### config.mk
export PLATFORM = sky130hd
export DESIGN_NAME = hazard_fwd_unit
export DESIGN_NICKNAME = d
export VERILOG_FILES = /design/src/rtl/hazard_fwd_unit.sv
export SDC_FILE = /design/constraint.sdc
export NUM_CORES = 1
export LEC_CHECK = 0
export ABC_AREA = 1
export BUFFER_PORTS_ARGS = -buffer_cell sky130_fd_sc_hd__buf_2
export CORE_MARGIN = 2
export CORE_UTILIZATION = 26
export CTS_BUF_LIST = sky130_fd_sc_hd__clkbuf_4 sky130_fd_sc_hd__clkbuf_8
export CTS_CLUSTER_DIAMETER = 150
export DETAILED_ROUTE_END_ITERATION = 10
export PLACE_DENSITY = 0.51
export SETUP_SLACK_MARGIN = 0.2
export SYNTH_ARGS = -nofsm -noshare
export SYNTH_HDL_FRONTEND = slang
export SYNTH_SLANG_ARGS = --single-unit
export TNS_END_PERCENT = 1
### constraint.sdc
create_clock -name clk -period 2.6 [get_ports clk]
set_input_delay 0.78 -clock clk [delete_from_list [all_inputs] [get_ports clk]]
set_output_delay 0.78 -clock clk [all_outputs]
set_load 0.05 [all_outputs]
### src/rtl/hazard_fwd_unit.sv
// Hazard and forwarding controller for the in-order back end: tracks in-flight
// destinations in a shadow pipeline and produces forward selects, stall, flush and bubble.
module hazard_fwd_unit #(
  parameter int unsigned DEPTH    = 3,
  parameter int unsigned ALU_RDY  = 2,
  parameter int unsigned LOAD_RDY = 3,
  parameter int unsigned SELW     = $clog2(DEPTH + 1),
  parameter int unsigned CNTW     = 32
) (
  input  logic            clk,
  input  logic            rst,
  input  logic            id_valid,
  input  logic [4:0]      id_rs1,
  input  logic [4:0]      id_rs2,
  input  logic            id_rs1_used,
  input  logic            id_rs2_used,
  input  logic [4:0]      id_rd,
  input  logic            id_we,
  input  logic            id_is_load,
  input  logic            redirect,
  input  logic            freeze,
  output logic            stall_id,
  output logic            flush_id,
  output logic            ex_bubble,
  output logic [SELW-1:0] ex_fwd_sel_rs1,
  output logic [SELW-1:0] ex_fwd_sel_rs2,
  output logic [CNTW-1:0] stall_cnt,
  output logic [CNTW-1:0] flush_cnt
);

  // The write-back entry is never a forwarding source (write-through file), so only
  // stages 1..DEPTH-1 are kept.
  localparam int unsigned NSRC = DEPTH - 1;

  logic [NSRC:1]      e_v;
  logic [NSRC:1]      e_we;
  logic [NSRC:1]      e_ld;
  logic [NSRC:1][4:0] e_rd;

  logic            haz_rs1;
  logic            haz_rs2;
  logic            hazard;
  logic [SELW-1:0] sel_rs1;
  logic [SELW-1:0] sel_rs2;

  // Youngest matching producer decides: forward from stage k+1 if ready then, else hazard.
  function automatic logic [SELW:0] resolve(
    input logic [4:0]         rs,
    input logic               used,
    input logic               valid,
    input logic [NSRC:1]      v,
    input logic [NSRC:1]      we,
    input logic [NSRC:1]      ld,
    input logic [NSRC:1][4:0] rd
  );
    logic            hit;
    logic            haz;
    logic [SELW-1:0] sel;
    int unsigned     rdy;
    hit = 1'b0;
    haz = 1'b0;
    sel = '0;
    rdy = ALU_RDY;
    if (valid && used && rs != 5'd0) begin
      for (int unsigned k = 1; k <= NSRC; k++) begin
        if (!hit && v[k] && we[k] && rd[k] == rs) begin
          hit = 1'b1;
          rdy = ld[k] ? LOAD_RDY : ALU_RDY;
          if (k + 1 >= rdy) sel = SELW'(k + 1);
          else              haz = 1'b1;
        end
      end
    end
    return {haz, sel};
  endfunction

  always_comb begin
    {haz_rs1, sel_rs1} = resolve(id_rs1, id_rs1_used, id_valid, e_v, e_we, e_ld, e_rd);
    {haz_rs2, sel_rs2} = resolve(id_rs2, id_rs2_used, id_valid, e_v, e_we, e_ld, e_rd);
    hazard    = haz_rs1 | haz_rs2;
    // Redirect outranks hazard: the decode instruction is discarded, not held.
    stall_id  = hazard & ~redirect & ~freeze;
    flush_id  = redirect & ~freeze;
    ex_bubble = (hazard | redirect | ~id_valid) & ~freeze;
  end

  always_ff @(posedge clk) begin
    if (rst) begin
      e_v            <= '0;
      e_we           <= '0;
      e_ld           <= '0;
      e_rd           <= '0;
      ex_fwd_sel_rs1 <= '0;
      ex_fwd_sel_rs2 <= '0;
      stall_cnt      <= '0;
      flush_cnt      <= '0;
    end else begin
      if (!freeze) begin
        for (int unsigned k = 2; k <= NSRC; k++) begin
          e_v[k]  <= e_v[k-1];
          e_we[k] <= e_we[k-1];
          e_ld[k] <= e_ld[k-1];
          e_rd[k] <= e_rd[k-1];
        end
        e_v[1]         <= ~ex_bubble;
        e_we[1]        <= id_we & ~ex_bubble;
        e_ld[1]        <= id_is_load & ~ex_bubble;
        e_rd[1]        <= id_rd;
        ex_fwd_sel_rs1 <= ex_bubble ? '0 : sel_rs1;
        ex_fwd_sel_rs2 <= ex_bubble ? '0 : sel_rs2;
      end
      // stall_id/flush_id are already gated by freeze.
      if (stall_id && stall_cnt != '1) stall_cnt <= stall_cnt + CNTW'(1);
      if (flush_id && flush_cnt != '1) flush_cnt <= flush_cnt + CNTW'(1);
    end
  end

endmodule

==> flow_summary.json <==
{
  "nets": 887,
  "r2r_slack_ns": 0.35,
  "antenna_left": 0,
  "path_max_fanout": 4,
  "clk_pin_slew_ns": 0.08,
  "cp-start-kind": "input port",
  "remaining_drc_errors": 0,
  "port_buffers": 94,
  "cts_tree": "done",
  "grt_usage_pct": 14.0,
  "avgSynthCellArea_um2": 6.34,
  "diodes": 0,
  "end_kind": "primary output",
  "critPathRequiredTime_ns": 1.82,
  "setup_viol": 0,
  "synthesis.nets": 764,
  "worstMarginPinSlew_ns": 0.645,
  "numCtsBuffers": 9,
  "tns_ns": 0,
  "cts-root-buf": "clkbuf_8",
  "r2r_cells": 15,
  "rsz0062_at_grt": "true",
  "yosysWarnings": 0,
  "ys_top_cells_by_count": "nand2_1, nor2_1, dfxtp_1",
  "cp_data_arrival_time_ns": 1.82,
  "skew_ns": 0.0130,
  "die_w_um": 138,
  "start_util_pct": 26.2,
  "routed_wl_um": 13700,
  "synth_top_area_share_pct": 35.5,
  "synth_area_um2": 4680,
  "final_hold_viol_count": 0,
  "hpwl_um": 10300,
  "status": "finished, final reports clean",
  "detail_route.wl_per_cell_um": 12.6,
  "vias_per_cell": 4.55,
  "cts_buffer_depth": 2,
  "netlist_top_cells_area": "dfxtp_1, nand2_1, nor2_1, nand3_1, a21oi_1",
  "hp-start": "ex_fwd_sel_rs2[0]$_SDFFE_PP0N_",
  "cp-endpoint": "ex_bubble",
  "cts_sinks": 83,
  "final.min_clock_period_ns": 2.60,
  "hp-class": "reg2reg",
  "whs_path_depth": 2,
  "fmax_mhz": 385,
  "power_density_nw_per_um2": 411,
  "leakage_uw": 0.00261,
  "clk_latency_ns": 0.37,
  "ys.flop_type": "dfxtp_1",
  "drive_gt1_share_pct": 23.6,
  "overflow": 0,
  "seq_area_frac_synth_pct": 35.5,
  "setup_ws_ns": 0.00174,
  "synth.most_common_cell": "nand2_1",
  "pre_cts_ws_ns": -0.124,
  "timing.rr.end": "ex_fwd_sel_rs1[1]$_SDFFE_PP0N_",
  "dieArea_um2": 19100,
  "ys_ff_latch": 83,
  "cap_viol_max_count": 0,
  "fp-row-count": 49,
  "syn_inst": 738,
  "antenna_found_initial": 0,
  "io_pins": 95,
  "grt_pass1_vias": 4381,
  "drtPass1Iterations": 5,
  "critPathKind": "in2out",
  "yosysUniqueCellTypes": 32,
  "critPathLaunch": "id_rs1[1]",
  "core_um2": 17800,
  "fin_crit_sh_pct": 99.9,
  "slew_headroom_pct": 56.9,
  "drtIter0Drc": 232,
  "async_reset_ff_share_pct": 0,
  "rr_startpoint": "e_rd[2]$_SDFFE_PP0N_",
  "areaGrowthSynthToFinish_pct": 27.9,
  "synth_edf_count": 0,
  "ir_worst_vdd_mv": 0.183,
  "cts_max_level": 3,
  "grt_first_pass_wirelength_um": 21900,
  "synth_area_leader_cell": "dfxtp_1",
  "dr_total_vias": 4973,
  "finalMaxSlewViolations": 0,
  "die_h_um": 138,
  "grt_max_degree": 39,
  "gp_congestion": 0.817
}
## through the flow
stage	hold WS [ns]	total power (µW)	cells	area, µm²	util [%]
5_1_grt	0.505	2600	1094	5990	33.6
4_1_cts	0.484	2490	1093	5900	33.1
3_3_place_gp	0.467	1540	1069	5570	31.2
3_5_place_dp	0.472	1540	1069	5570	31.2
6_report	0.482	2460	1094	5990	33.6
2_1_floorplan	0.455	1450	738	4700	-
## cells in the final DEF (no fill, tap or decap), types with 23 or more instances in the layout
master	Yosys	routed
nand2_1	174	170
nor2_1	117	110
buf_2	2	84
dfxtp_1	83	79
nand3_1	79	74
inv_1	74	69
a21oi_1	68	64
buf_4	1	40
o21ai_0	25	25
nor3_1	23	23
## how the worst min path moves through the flow
stage	end	slack [ns]
floorplan	e_we[2]$_SDFFE_PP0N_	0.45
global placement	ex_fwd_sel_rs2[0]$_SDFFE_PP0N_	0.47
detailed placement	ex_fwd_sel_rs2[0]$_SDFFE_PP0N_	0.47
CTS	ex_fwd_sel_rs2[0]$_SDFFE_PP0N_	0.48
global route	ex_fwd_sel_rs2[0]$_SDFFE_PP0N_	0.50
finish	ex_fwd_sel_rs2[0]$_SDFFE_PP0N_	0.48
## critical path, cell delays in order
cell and delay, ns:
buf_4 0.13, nand2_1 0.09, nand3_2 0.11, nor2_4 0.13, nand3_2 0.10, nand2_4 0.11, a21oi_4 0.07, nor2_4 0.13
buf_6 0.17
## sequential cells by signal, indices dropped and copies added (netlist names)
name / flops
stall_cnt: 32
e_rd: 10
e_ld: 1
e_we: 2
ex_fwd_sel_rs2: 2
ex_fwd_sel_rs1: 2
e_v: 2
flush_cnt: 32
## routing by layer
metal	GRT usage, %	vias up	part of all wire, %
met4	5.16	0	1.5
met1	19.9	2240	50
met2	20.5	90	44
met3	3.39	13	4.6
li1	-	2630	-
met5	0	-	0
## kinds of logic (layout without fill, tap and decap cells)
family	after synthesis	in the layout	synth area share, %
compound gates	97	97	10.4
xor+xnor	18	18	3.37
fa+ha+maj	2	2	0.534
buf+inv	106	233	9.43
flops	83	83	35.5
simple gates	432	432	40.8
## power by group
part	total, µW	internal [µW]	switching, µW
combinational	252	105	147
clock	907	429	478
sequential	1300	1290	17.7
total	2460	1820	643
## layout make-up
type | instances | area (µm²)
fillers | 1985 | 11900
flip-flops and latches | 83 | 1670
clock buffers | 13 | 173
clock inverters | 2 | 10.0
repair buffers | 132 | 840
inverters | 86 | 333
multi-input cells | 549 | 2680
well taps | 229 | 287
## timing repair
| item | in CTS | in global routing |
|---|---|---|
| setup endpoints to repair | 2 | 6 |
| pin swaps | 11 | 14 |
| hold buffers | 0 | 0 |
| resized for setup | 22 | 27 |
| setup buffers | 9 | 1 |
(Power assumes the default switching activity.)
